`src/rtl/ram_port_arbiter_pkg.sv`:
```
// ram_port_arbiter_pkg
// Shared types and helpers for ram_port_arbiter.
//   MAX_REQ    : largest requester count the helpers support. N_REQ must be
//                strictly smaller than this.
//   IDX_W      : width of a requester index inside a read-tracking entry.
//   rd_entry_t : one read-tracking pipe slot {valid, requester index}.
//   rr_pick    : round-robin winner search. Returns a one-hot vector with
//                the first set bit of req at or after ptr, modulo n_req.
package ram_port_arbiter_pkg;

  localparam int MAX_REQ    = 32;
  localparam int IDX_W      = 5;
  localparam int IDX_SUM_W  = IDX_W + 1;

  typedef struct packed {
    logic             valid;
    logic [IDX_W-1:0] idx;
  } rd_entry_t;

  // ptr is below n_req and i is below MAX_REQ, so ptr+i fits in IDX_SUM_W
  // bits. One conditional subtract is then enough to wrap at n_req, which
  // need not be a power of 2.
  function automatic logic [MAX_REQ-1:0] rr_pick(
    input logic [MAX_REQ-1:0] req,
    input logic [IDX_W-1:0]   ptr,
    input int                 n_req
  );
    logic [MAX_REQ-1:0]   gnt;
    logic                 found;
    logic [IDX_SUM_W-1:0] idx;
    gnt   = '0;
    found = 1'b0;
    for (int i = 0; i < MAX_REQ; i++) begin
      idx = {1'b0, ptr} + IDX_SUM_W'(i);
      if (idx >= IDX_SUM_W'(n_req)) begin
        idx = idx - IDX_SUM_W'(n_req);
      end
      if ((i < n_req) && !found && req[idx[IDX_W-1:0]]) begin
        gnt[idx[IDX_W-1:0]] = 1'b1;
        found               = 1'b1;
      end
    end
    return gnt;
  endfunction

endpackage

```
`src/rtl/ram_port_arbiter_rd_ack_pipe.sv`:
```
// rd_ack_pipe
// RD_LAT-deep shift register of read-tracking entries. It lines up each read
// grant with the cycle in which the RAM returns its data.
//   i_clk, i_async_rst : clock and asynchronous active-high reset.
//   i_entry            : entry pushed this cycle. It is {0, x} when there is
//                        no read grant.
//   o_entry            : pipe tail, which is the entry pushed RD_LAT cycles ago.
module rd_ack_pipe
  import ram_port_arbiter_pkg::*;
#(
  parameter int RD_LAT = 1
) (
  input  logic      i_clk,
  input  logic      i_async_rst,
  input  rd_entry_t i_entry,
  output rd_entry_t o_entry
);

  rd_entry_t [RD_LAT-1:0] pipe_q;
  rd_entry_t [RD_LAT-1:0] pipe_d;

  always_comb begin
    pipe_d    = pipe_q;
    pipe_d[0] = i_entry;
    for (int i = 1; i < RD_LAT; i++) begin
      pipe_d[i] = pipe_q[i-1];
    end
  end

  // Reset clears every slot, so no pre-reset read can be acknowledged later.
  always_ff @(posedge i_clk or posedge i_async_rst) begin
    if (i_async_rst) begin
      pipe_q <= '0;
    end else begin
      pipe_q <= pipe_d;
    end
  end

  assign o_entry = pipe_q[RD_LAT-1];

endmodule

```
`src/rtl/ram_port_arbiter.sv`:
```
// ram_port_arbiter
// Shares one single-port RAM among N_REQ requesters. Arbitration is
// round-robin with a zero-cycle grant. A write is acknowledged one cycle after
// its grant. A read is acknowledged RD_LAT cycles after its grant, and the RAM
// data passes through to o_rd_data in that cycle.
//
// Handshake: requester k holds i_req[k] and its attributes stable until it
// sees o_gnt[k]=1. The RAM access happens in the grant cycle. In the following
// cycle the requester may drop the request or present a new one.
//
// Ports:
//   i_clk, i_async_rst           clock and asynchronous active-high reset
//   i_req, i_req_is_wr           per-requester request and write flag
//   i_word_addr, i_byte_en,
//   i_wr_data                    per-requester slices; slice k belongs to requester k
//   i_lock                       per-requester lock (RAM_PORT_ARB_LOCK_EN only)
//   o_gnt                        one-hot grant
//   o_wr_ack, o_rd_ack           completion pulses
//   o_rd_data                    shared read data, qualified by o_rd_ack
//   o_ram_*                      RAM command from the winner, all 0 when idle
//   i_ram_rd_data                RAM data, valid RD_LAT cycles after the address
//
// Optional feature: define RAM_PORT_ARB_LOCK_EN to add i_lock. A locked
// holder then keeps winning for up to LOCK_MAX_BEATS consecutive grants.
module ram_port_arbiter
  import ram_port_arbiter_pkg::*;
#(
  parameter int N_REQ               = 2,
  parameter int WORD_BIT_WIDTH      = 32,
  parameter int WORD_ADDR_BIT_WIDTH = 6,
  parameter int RD_LAT              = 1,
  parameter int LOCK_MAX_BEATS      = 8,
  localparam int BPW                = WORD_BIT_WIDTH / 8
) (
  input  logic                                 i_clk,
  input  logic                                 i_async_rst,
  input  logic [N_REQ-1:0]                     i_req,
  input  logic [N_REQ-1:0]                     i_req_is_wr,
  input  logic [N_REQ*WORD_ADDR_BIT_WIDTH-1:0] i_word_addr,
  input  logic [N_REQ*BPW-1:0]                 i_byte_en,
  input  logic [N_REQ*WORD_BIT_WIDTH-1:0]      i_wr_data,
`ifdef RAM_PORT_ARB_LOCK_EN
  input  logic [N_REQ-1:0]                     i_lock,
`endif
  output logic [N_REQ-1:0]                     o_gnt,
  output logic [N_REQ-1:0]                     o_wr_ack,
  output logic [N_REQ-1:0]                     o_rd_ack,
  output logic [WORD_BIT_WIDTH-1:0]            o_rd_data,
  output logic                                 o_ram_we,
  output logic [WORD_ADDR_BIT_WIDTH-1:0]       o_ram_word_addr,
  output logic [BPW-1:0]                       o_ram_byte_en,
  output logic [WORD_BIT_WIDTH-1:0]            o_ram_wr_data,
  input  logic [WORD_BIT_WIDTH-1:0]            i_ram_rd_data
);

  localparam int PTR_W = $clog2(N_REQ);
  localparam int AW    = WORD_ADDR_BIT_WIDTH;
  localparam int W     = WORD_BIT_WIDTH;

  if (RD_LAT < 1 || RD_LAT > 2) begin : g_bad_rd_lat
    $error("ram_port_arbiter: RD_LAT must be 1 or 2");
  end
  if (N_REQ < 2 || N_REQ >= MAX_REQ) begin : g_bad_n_req
    $error("ram_port_arbiter: N_REQ out of range");
  end
  if (W < 8 || (W & (W - 1)) != 0) begin : g_bad_width
    $error("ram_port_arbiter: WORD_BIT_WIDTH must be a power of 2, at least 8");
  end
  if (LOCK_MAX_BEATS < 1 || LOCK_MAX_BEATS > 255) begin : g_bad_lock
    $error("ram_port_arbiter: LOCK_MAX_BEATS must be in 1..255");
  end

  logic [PTR_W-1:0]   ptr_q, ptr_d;
  logic [N_REQ-1:0]   wr_ack_q, wr_ack_d;
  logic [MAX_REQ-1:0] rr_gnt;
  logic [N_REQ-1:0]   gnt;
  logic               gnt_any;
  logic [PTR_W-1:0]   gnt_idx;
  logic               unused_rr_hi;
  rd_entry_t          rd_in, rd_tail;

`ifdef RAM_PORT_ARB_LOCK_EN
  logic [PTR_W-1:0] holder_q, holder_d;
  logic [7:0]       beat_cnt_q, beat_cnt_d;
  logic             lock_win;

  // A count of 0 means no locked run is in progress, so the next grant is
  // made by round-robin. Once the count reaches LOCK_MAX_BEATS, one
  // round-robin arbitration happens before the holder can lock again.
  assign lock_win = (beat_cnt_q != 8'd0) && (beat_cnt_q < 8'(LOCK_MAX_BEATS))
                    && i_req[holder_q] && i_lock[holder_q];
`endif

  always_comb begin
    rr_gnt = rr_pick(MAX_REQ'(i_req), IDX_W'(ptr_q), N_REQ);
    gnt    = rr_gnt[N_REQ-1:0];
`ifdef RAM_PORT_ARB_LOCK_EN
    if (lock_win) begin
      gnt           = '0;
      gnt[holder_q] = 1'b1;
    end
`endif
    // The grant is combinational, so it is masked while reset is asserted.
    if (i_async_rst) begin
      gnt = '0;
    end
  end

  assign unused_rr_hi = |rr_gnt[MAX_REQ-1:N_REQ];
  assign gnt_any      = |gnt;
  assign o_gnt        = gnt;

  always_comb begin
    gnt_idx = '0;
    for (int i = 0; i < N_REQ; i++) begin
      if (gnt[i]) begin
        gnt_idx = PTR_W'(i);
      end
    end
  end

  // RAM command mux. When there is no grant, every output is 0.
  always_comb begin
    o_ram_we        = 1'b0;
    o_ram_word_addr = '0;
    o_ram_byte_en   = '0;
    o_ram_wr_data   = '0;
    for (int i = 0; i < N_REQ; i++) begin
      if (gnt[i]) begin
        o_ram_we        = i_req_is_wr[i];
        o_ram_word_addr = i_word_addr[i*AW +: AW];
        o_ram_byte_en   = i_byte_en[i*BPW +: BPW];
        o_ram_wr_data   = i_wr_data[i*W +: W];
      end
    end
  end

  always_comb begin
    ptr_d = ptr_q;
    if (gnt_any) begin
      ptr_d = (gnt_idx == PTR_W'(N_REQ - 1)) ? '0 : gnt_idx + 1'b1;
    end
    wr_ack_d = gnt & i_req_is_wr;
  end

  always_ff @(posedge i_clk or posedge i_async_rst) begin
    if (i_async_rst) begin
      ptr_q    <= '0;
      wr_ack_q <= '0;
    end else begin
      ptr_q    <= ptr_d;
      wr_ack_q <= wr_ack_d;
    end
  end

  assign o_wr_ack = wr_ack_q;

`ifdef RAM_PORT_ARB_LOCK_EN
  // A grant to a locked requester either extends the current run (lock_win)
  // or starts a new run at 1. A grant to an unlocked requester, or a cycle
  // with no grant, ends the run.
  always_comb begin
    holder_d   = holder_q;
    beat_cnt_d = 8'd0;
    if (gnt_any) begin
      holder_d = gnt_idx;
      if (!i_lock[gnt_idx]) begin
        beat_cnt_d = 8'd0;
      end else if (lock_win) begin
        beat_cnt_d = beat_cnt_q + 8'd1;
      end else begin
        beat_cnt_d = 8'd1;
      end
    end
  end

  always_ff @(posedge i_clk or posedge i_async_rst) begin
    if (i_async_rst) begin
      holder_q   <= '0;
      beat_cnt_q <= '0;
    end else begin
      holder_q   <= holder_d;
      beat_cnt_q <= beat_cnt_d;
    end
  end
`endif

  assign rd_in.valid = gnt_any & ~o_ram_we;
  assign rd_in.idx   = IDX_W'(gnt_idx);

  rd_ack_pipe #(.RD_LAT(RD_LAT)) u_rd_ack_pipe (
    .i_clk       (i_clk),
    .i_async_rst (i_async_rst),
    .i_entry     (rd_in),
    .o_entry     (rd_tail)
  );

  always_comb begin
    o_rd_ack = '0;
    for (int i = 0; i < N_REQ; i++) begin
      o_rd_ack[i] = rd_tail.valid && (rd_tail.idx == IDX_W'(i));
    end
    o_rd_data = rd_tail.valid ? i_ram_rd_data : '0;
  end

endmodule

```
`config.mk`:
```
export PLATFORM = sky130hd
export DESIGN_NAME = ram_port_arbiter
export DESIGN_NICKNAME = d
export VERILOG_FILES = /design/src/rtl/ram_port_arbiter_pkg.sv /design/src/rtl/ram_port_arbiter_rd_ack_pipe.sv /design/src/rtl/ram_port_arbiter.sv
export SDC_FILE = /design/constraint.sdc
export NUM_CORES = 1
export LEC_CHECK = 0
export CAP_MARGIN = 20
export CORE_AREA = 2 2 79 81
export CTS_BUF_LIST = sky130_fd_sc_hd__clkbuf_4
export DETAILED_ROUTE_END_ITERATION = 10
export DIE_AREA = 0 0 81 83
export GPL_TIMING_DRIVEN = 0
export PLACE_DENSITY = 0.9
export SYNTH_ARGS = -nofsm -noshare
export SYNTH_HDL_FRONTEND = slang
export SYNTH_SLANG_ARGS = --single-unit
```
`constraint.sdc`:
```
create_clock -name i_clk -period 3.5 [get_ports i_clk]
set_input_delay 0.7 -clock i_clk [delete_from_list [all_inputs] [get_ports i_clk]]
set_output_delay 0.7 -clock i_clk [all_outputs]
set_load 0.1 [all_outputs]
```
==> results of run 1 <==
per-layer routing:
| layer | vias to the layer above | wire length [um] |
|---|---|---|
| met4 | 0 | 153 |
| met1 | 951 | 2510 |
| met3 | 14 | 837 |
| met5 | - | 0 |
| li1 | 1005 | - |
| met2 | 156 | 3680 |
cell families (layout without fill, tap and decap cells):
family	Yosys count	count (layout)
AND/OR/NAND/NOR	86	86
AO/OA/AOI/OAI	47	47
flip-flops	5	5
buffers and inverters	24	228
cell type report:
| type | count | area share |
|---|---|---|
| Inverter | 1 | 0.00112 |
| Tap cell | 75 | 0.0280 |
| Clock buffer | 4 | 0.00898 |
| Multi-Input combinational cell | 133 | 0.258 |
| Buffer | 23 | 0.0553 |
| Timing Repair Buffer | 200 | 0.611 |
| Sequential cell | 5 | 0.0374 |
report_power, final:
part	switching (mW)	leakage, nW	internal (mW)
clock network	0.0235	0.0184	0.0508
logic	0.578	1.19	0.279
registers	0.00596	0.0657	0.0629
total	0.608	1.28	0.392
path summary, 6_finish.rpt:
kind | start | end | slack, ns | cells past startpoint
max | i_req[0] | o_ram_we | 0.07 | 5
min | i_async_rst | u_rd_ack_pipe.o_entry[5]$_DFF_PP0_ | 0.49 | 2
max reg2reg | ptr_q$_DFFE_PP0P_ | u_rd_ack_pipe.o_entry[5]$_DFF_PP0_ | 2.26 | 4
min reg2reg | ptr_q$_DFFE_PP0P_ | ptr_q$_DFFE_PP0P_ | 0.62 | 2
max in group asynchronous | i_async_rst | o_wr_ack[0]$_DFF_PP0_ | 2.81 | 2
min in group i_clk | ptr_q$_DFFE_PP0P_ | ptr_q$_DFFE_PP0P_ | 0.62 | 2
layout by cell type, fill, tap and decap left out, types with 3 or more instances in the layout:
cell             netlist  routed
nor2_1                43      43
clkdlybuf4s15_2        0      39
buf_4                  5       5
clkbuf_1               7       7
clkdlybuf4s50_1        0     156
buf_8                  3       3
buf_2                  5       5
clkbuf_4               0       4
and2_1                34      34
dfrtp_1                5       5
a32oi_1               42      42
nand2_1                3       3
dlygate4sd2_1          0       4
flip-flops by register name (all words and copies together) (netlist names):
| name | cells |
|---|---|
| ptr_q | 1 |
| u_rd_ack_pipe.o_entry | 2 |
| o_wr_ack | 2 |
stage by stage:
stage,cells,utilization
after floorplan,162,-
final,441,0.575
after CTS,441,0.575
after global placement,437,0.563
after detailed placement,437,0.563
after global routing,441,0.575
what timing repair did:
| item | 4_1_cts | 5_1_grt |
|---|---|---|
| hold endpoints to repair | 0 | 0 |
| hold buffers | 0 | 0 |
| resized for setup | 122 | 1 |
| setup buffers | 0 | 0 |
| endpoints found under the setup margin | 44 | 1 |
==> reports/qor.txt, run 1 <==
chip height: 83 um
final hold slack: 0.488 ns
dominant cell type by area after synthesis: a32oi_1
DP HPWL: 6.00 mm
Multi-input gate area: 862 um2
IO buf count: 200
initial antenna violation count: 0
routed vias/inst: 4.82
crit-path leading delay family: buffers and inverters
CP max FO: 8
GRT Total Usage: 0.194
final instance area: 3350 um2
gpl congestion: 0.824
Avg Synthesized Cell Area: 7.26 um2
register clock-pin slew on the reported worst setup and hold paths: 0.05 ns
DRT iter0 DRCs: 59
post-layout minimum cycle time: 3.43 ns
GR Util met1: 0.182
distinct cell type count of the synthesized netlist: 23
top_reg_cell synth: dfrtp_1
H-tree depth: 1
post-route ant nets: 0
Worst EP required: 2.80 ns
num rows: 28
Mapped Nets: 284
#FFs+latches synth: 5
# fillers: 511
ANT cells: 0
IO Pins: 203
Worst-Skew Late Latency: 0.24 ns
layout cell share with drive strength beyond 1: 0.172
die area: 6720 um2
setup_tns: 0 ns
largest family of logic cells by synthesized area: simple AND/OR/NAND/NOR gates
mux share of post-synthesis cell area: 0
Post-Synth Simple-Gate Area: 0.371
Layout Nets: 489
DRT Pass-1 Iters: 4
largest net degree at the start of global routing: 11
Hold Fails Final Rpt: 0
synth warn: 0
RSZ-0062 raised after global routing: no
Synth area leaders: a32oi_1, and2_1, nor2_1
Worst setup EP type: output pin
Synth Area in XOR/XNOR: 0
relative slew slack: 0.318
Cells after Synth: 162
Synth top area share: 0.313
clk root buf: clkbuf_4
HP Class: in2async
CP Class: in2out
total wire length: 7.18 mm
critical path buffer and inverter count: 2
Clock Tree Buf Depth: 2
Mapped Area: 1180 um2
Max Clock Skew: 0.00594 ns
vias in the first global route: 2055
met2 usage in global routing: 0.393
WP data arrival: 2.73 ns
CTS Sinks: 5
status: finished clean
post-route setup slack: 0.0727 ns
grt peak-use layer: met2
crit-path cells: clkdlybuf4s50_1 -> a21boi_4 -> and3_1 -> a21o_1 -> clkdlybuf4s15_1
die width: 81 um
Num CTS Buffers: 3
CTS tree: built
detailed-route via count: 2126
post-synthesis adder-cell area fraction: 0
Slowest-stage cell, CP: clkdlybuf4s15_1
initial core utilization: 0.202
register area share after synthesis: 0.106
Area Growth Syn to Fin: 184%
met3 GRT Util: 0.0533
LEAKAGE: 1.28 nW
FMAX: 0.292 GHz
Post-synth ARST share: 1.00
first-pass GRT wire length: 10.3 mm
Worst path max stage delay: 0.81 ns
Pins Over Slew Limit: 0
Least-Margin Pin Slew: 1.02 ns
Max Cap Viol: 0
most frequent cell after synthesis: nor2_1
Post-synth top cells: nor2_1, a32oi_1, and2_1
wire per inst: 16.3 um
Synth Area in Compound Gates: 0.362
crit share post-route: 0.979
Core Region: 5820 um2
worst slack, placed: -0.411 ns
FF+latch area: 125 um2
grt ovf: 0
CP startpoint kind: input pin
pwr dens: 299 nW/um2
Peak VDD IR: 0.178 mV
Tot Pwr: 1.00 mW
# setup viols final: 0
EDFF count, synth: 0
Placement Cell Area: 3270 um2
Residual DRC: 0
Power figures use the tool's default switching activity.
==> run 2, diff against run 1 <==
Settings changed: GPL_TIMING_DRIVEN 0 to default, SLEW_MARGIN from default to 20.
==> run 2 against run 1 <==
  * Sequential cell count unchanged
  * Non-clock buffer count decreased by 18
  * Sequential power increased by 6.4%
  * Sequential share of layout area decreased by 0.18 points
  * Count of clock-buffer cells in the layout unchanged
  * Core utilization increased by 2.9 points
  * Clock power increased by 0.9%
  * Highest routed layer unchanged
==> reports/qor.txt, run 2 (synthesis gave the netlist of run 1 again) <==
status: finished clean
total wire length: 6.93 mm (-3.4%)
RSZ-0062 raised after global routing: no
Worst path max stage delay: 0.55 ns (-0.26 ns)
CP Class: in2out
initial antenna violation count: 0 (unchanged)
crit-path cells: clkdlybuf4s50_1 -> nand2b_4 -> and2b_1 -> a21o_1 -> buf_12
detailed-route via count: 2014 (-5.3%)
# fillers: 462 (-9.6%)
crit share post-route: 0.856 (-0.123)
post-route ant nets: 0 (unchanged)
Pins Over Slew Limit: 0 (unchanged)
Slowest-stage cell, CP: clkdlybuf4s50_1
Area Growth Syn to Fin: 199%
post-route insts no fill: 423 (-4.1%)
largest net degree at the start of global routing: 45 (+34)
die area: 6720 um2 (unchanged)
CTS tree: built
Least-Margin Pin Slew: 0.962 ns (-0.0580 ns)
Layout Nets: 471 (-3.7%)
wire per inst: 16.4 um (+0.70%)
DRT Pass-1 Iters: 4 (unchanged)
DP Cell Count: 419 (-4.1%)
DP HPWL: 5.72 mm (-4.7%)
first-pass GRT wire length: 10.1 mm (-1.7%)
CTS Sinks: 5 (unchanged)
initial core utilization: 0.202 (unchanged)
Max Clock Skew: 0.000796 ns (-0.00514 ns)
postcts setup bufs: 0 (unchanged)
Tot Pwr: 1.07 mW (+6.6%)
Multi-input gate area: 862 um2 (unchanged)
Clock Tree Buf Depth: 2 (unchanged)
gpl congestion: 0.811 (-1.6%)
most frequent cells in the layout: clkdlybuf4s50_1, buf_12, nor2_1, a32oi_1, buf_4
Worst EP required: 2.80 ns (about the same)
routed vias/inst: 4.76 (-1.2%)
cells resized by post-CTS repair: 0 (-100%)
Hold Fails Final Rpt: 0 (unchanged)
grt ovf: 0 (unchanged)
Num CTS Buffers: 3 (unchanged)
relative slew slack: 0.356 (+0.0388)
hold buffer count at CTS: 0 (unchanged)
CP startpoint kind: input pin
pwr dens: 303 nW/um2 (+1.5%)
IO buf count: 202 (+1.0%)
Placement Cell Area: 3480 um2 (+6.5%)
Residual DRC: 0 (unchanged)
HP Class: in2async
die width: 81 um (unchanged)
GRT Total Usage: 0.193 (-0.00106)
Worst setup EP type: output pin
post-layout minimum cycle time: 3.00 ns (-0.430 ns)
FF+latch area: 125 um2 (unchanged)
Core Region: 5820 um2 (unchanged)
setup_tns: 0 ns (unchanged)
LEAKAGE: 1.45 nW (+14%)
num rows: 28 (unchanged)
Peak VDD IR: 0.172 mV (-3.5%)
Worst-Skew Late Latency: 0.24 ns (about the same)
H-tree depth: 1 (unchanged)
vias in the first global route: 1966 (-4.3%)
final hold slack: 0.425 ns (-0.0625 ns)
ANT cells: 0 (unchanged)
# setup viols final: 0 (unchanged)
IO Pins: 203 (unchanged)
FMAX: 0.334 GHz (+14%)
Max Cap Viol: 0 (unchanged)
CP max FO: 44 (+36)
DRT iter0 DRCs: 43 (-27%)
commonest non-fill, non-tap cell in the layout: clkdlybuf4s50_1
layout cell share with drive strength beyond 1: 0.264 (+0.0922)
register clock-pin slew on the reported worst setup and hold paths: 0.04 ns (about the same)
final instance area: 3510 um2 (+5.0%)
WP data arrival: 2.30 ns (-0.43 ns)
chip height: 83 um (unchanged)
clk root buf: clkbuf_4
run 2: critical path: cells and delay by family:
kind | cells | cell delay [ns]
AO/OA/AOI/OAI | 1 | 0.23
buffers and inverters | 2 | 0.72
AND/OR/NAND/NOR | 2 | 0.63
run 2: stage by stage:
| stage | util | worst slack (ns) |
|---|---|---|
| 2_1_floorplan | - | 0.214 |
| 5_1_grt | 0.604 | 0.407 |
| 6_report | 0.604 | 0.503 |
| 4_1_cts | 0.604 | 0.479 |
| 3_3_place_gp | 0.599 | 0.536 |
| 3_5_place_dp | 0.599 | 0.482 |
run 2: final timing paths:
kind / slack (ns) / from / depth (start not counted) / end
setup / recovery: 0.50 / i_req[0] / 5 / o_ram_we
hold / removal: 0.43 / i_async_rst / 2 / u_rd_ack_pipe.o_entry[0]$_DFF_PP0_
setup reg to reg: 2.04 / ptr_q$_DFFE_PP0P_ / 3 / o_wr_ack[1]$_DFF_PP0_
hold reg to reg: 0.61 / ptr_q$_DFFE_PP0P_ / 1 / ptr_q$_DFFE_PP0P_
max in group asynchronous: 2.88 / i_async_rst / 2 / o_wr_ack[0]$_DFF_PP0_
min in group i_clk: 0.61 / ptr_q$_DFFE_PP0P_ / 1 / ptr_q$_DFFE_PP0P_
run 2: area by class of cell:
| class | instances | area share |
|---|---|---|
| timing repair buffer | 205 | 0.683 |
| inverter | 1 | 0.00107 |
| tap | 75 | 0.0267 |
| multi-input combinational | 133 | 0.245 |
| clock buffer | 4 | 0.00854 |
| sequential | 5 | 0.0356 |
run 2: layer usage:
layer  up-vias  track usage  part of all wire
met5         -            0                 0
met4         0       0.0401            0.0079
met3         4       0.0674              0.13
met2       128        0.383              0.53
met1       912        0.182              0.33
li1        970            -                 -
run 2: power breakdown:
group          switching [mW]  internal (mW)
clock network          0.0242         0.0509
logic                   0.584          0.334
registers              0.0105         0.0628
total                   0.618          0.448
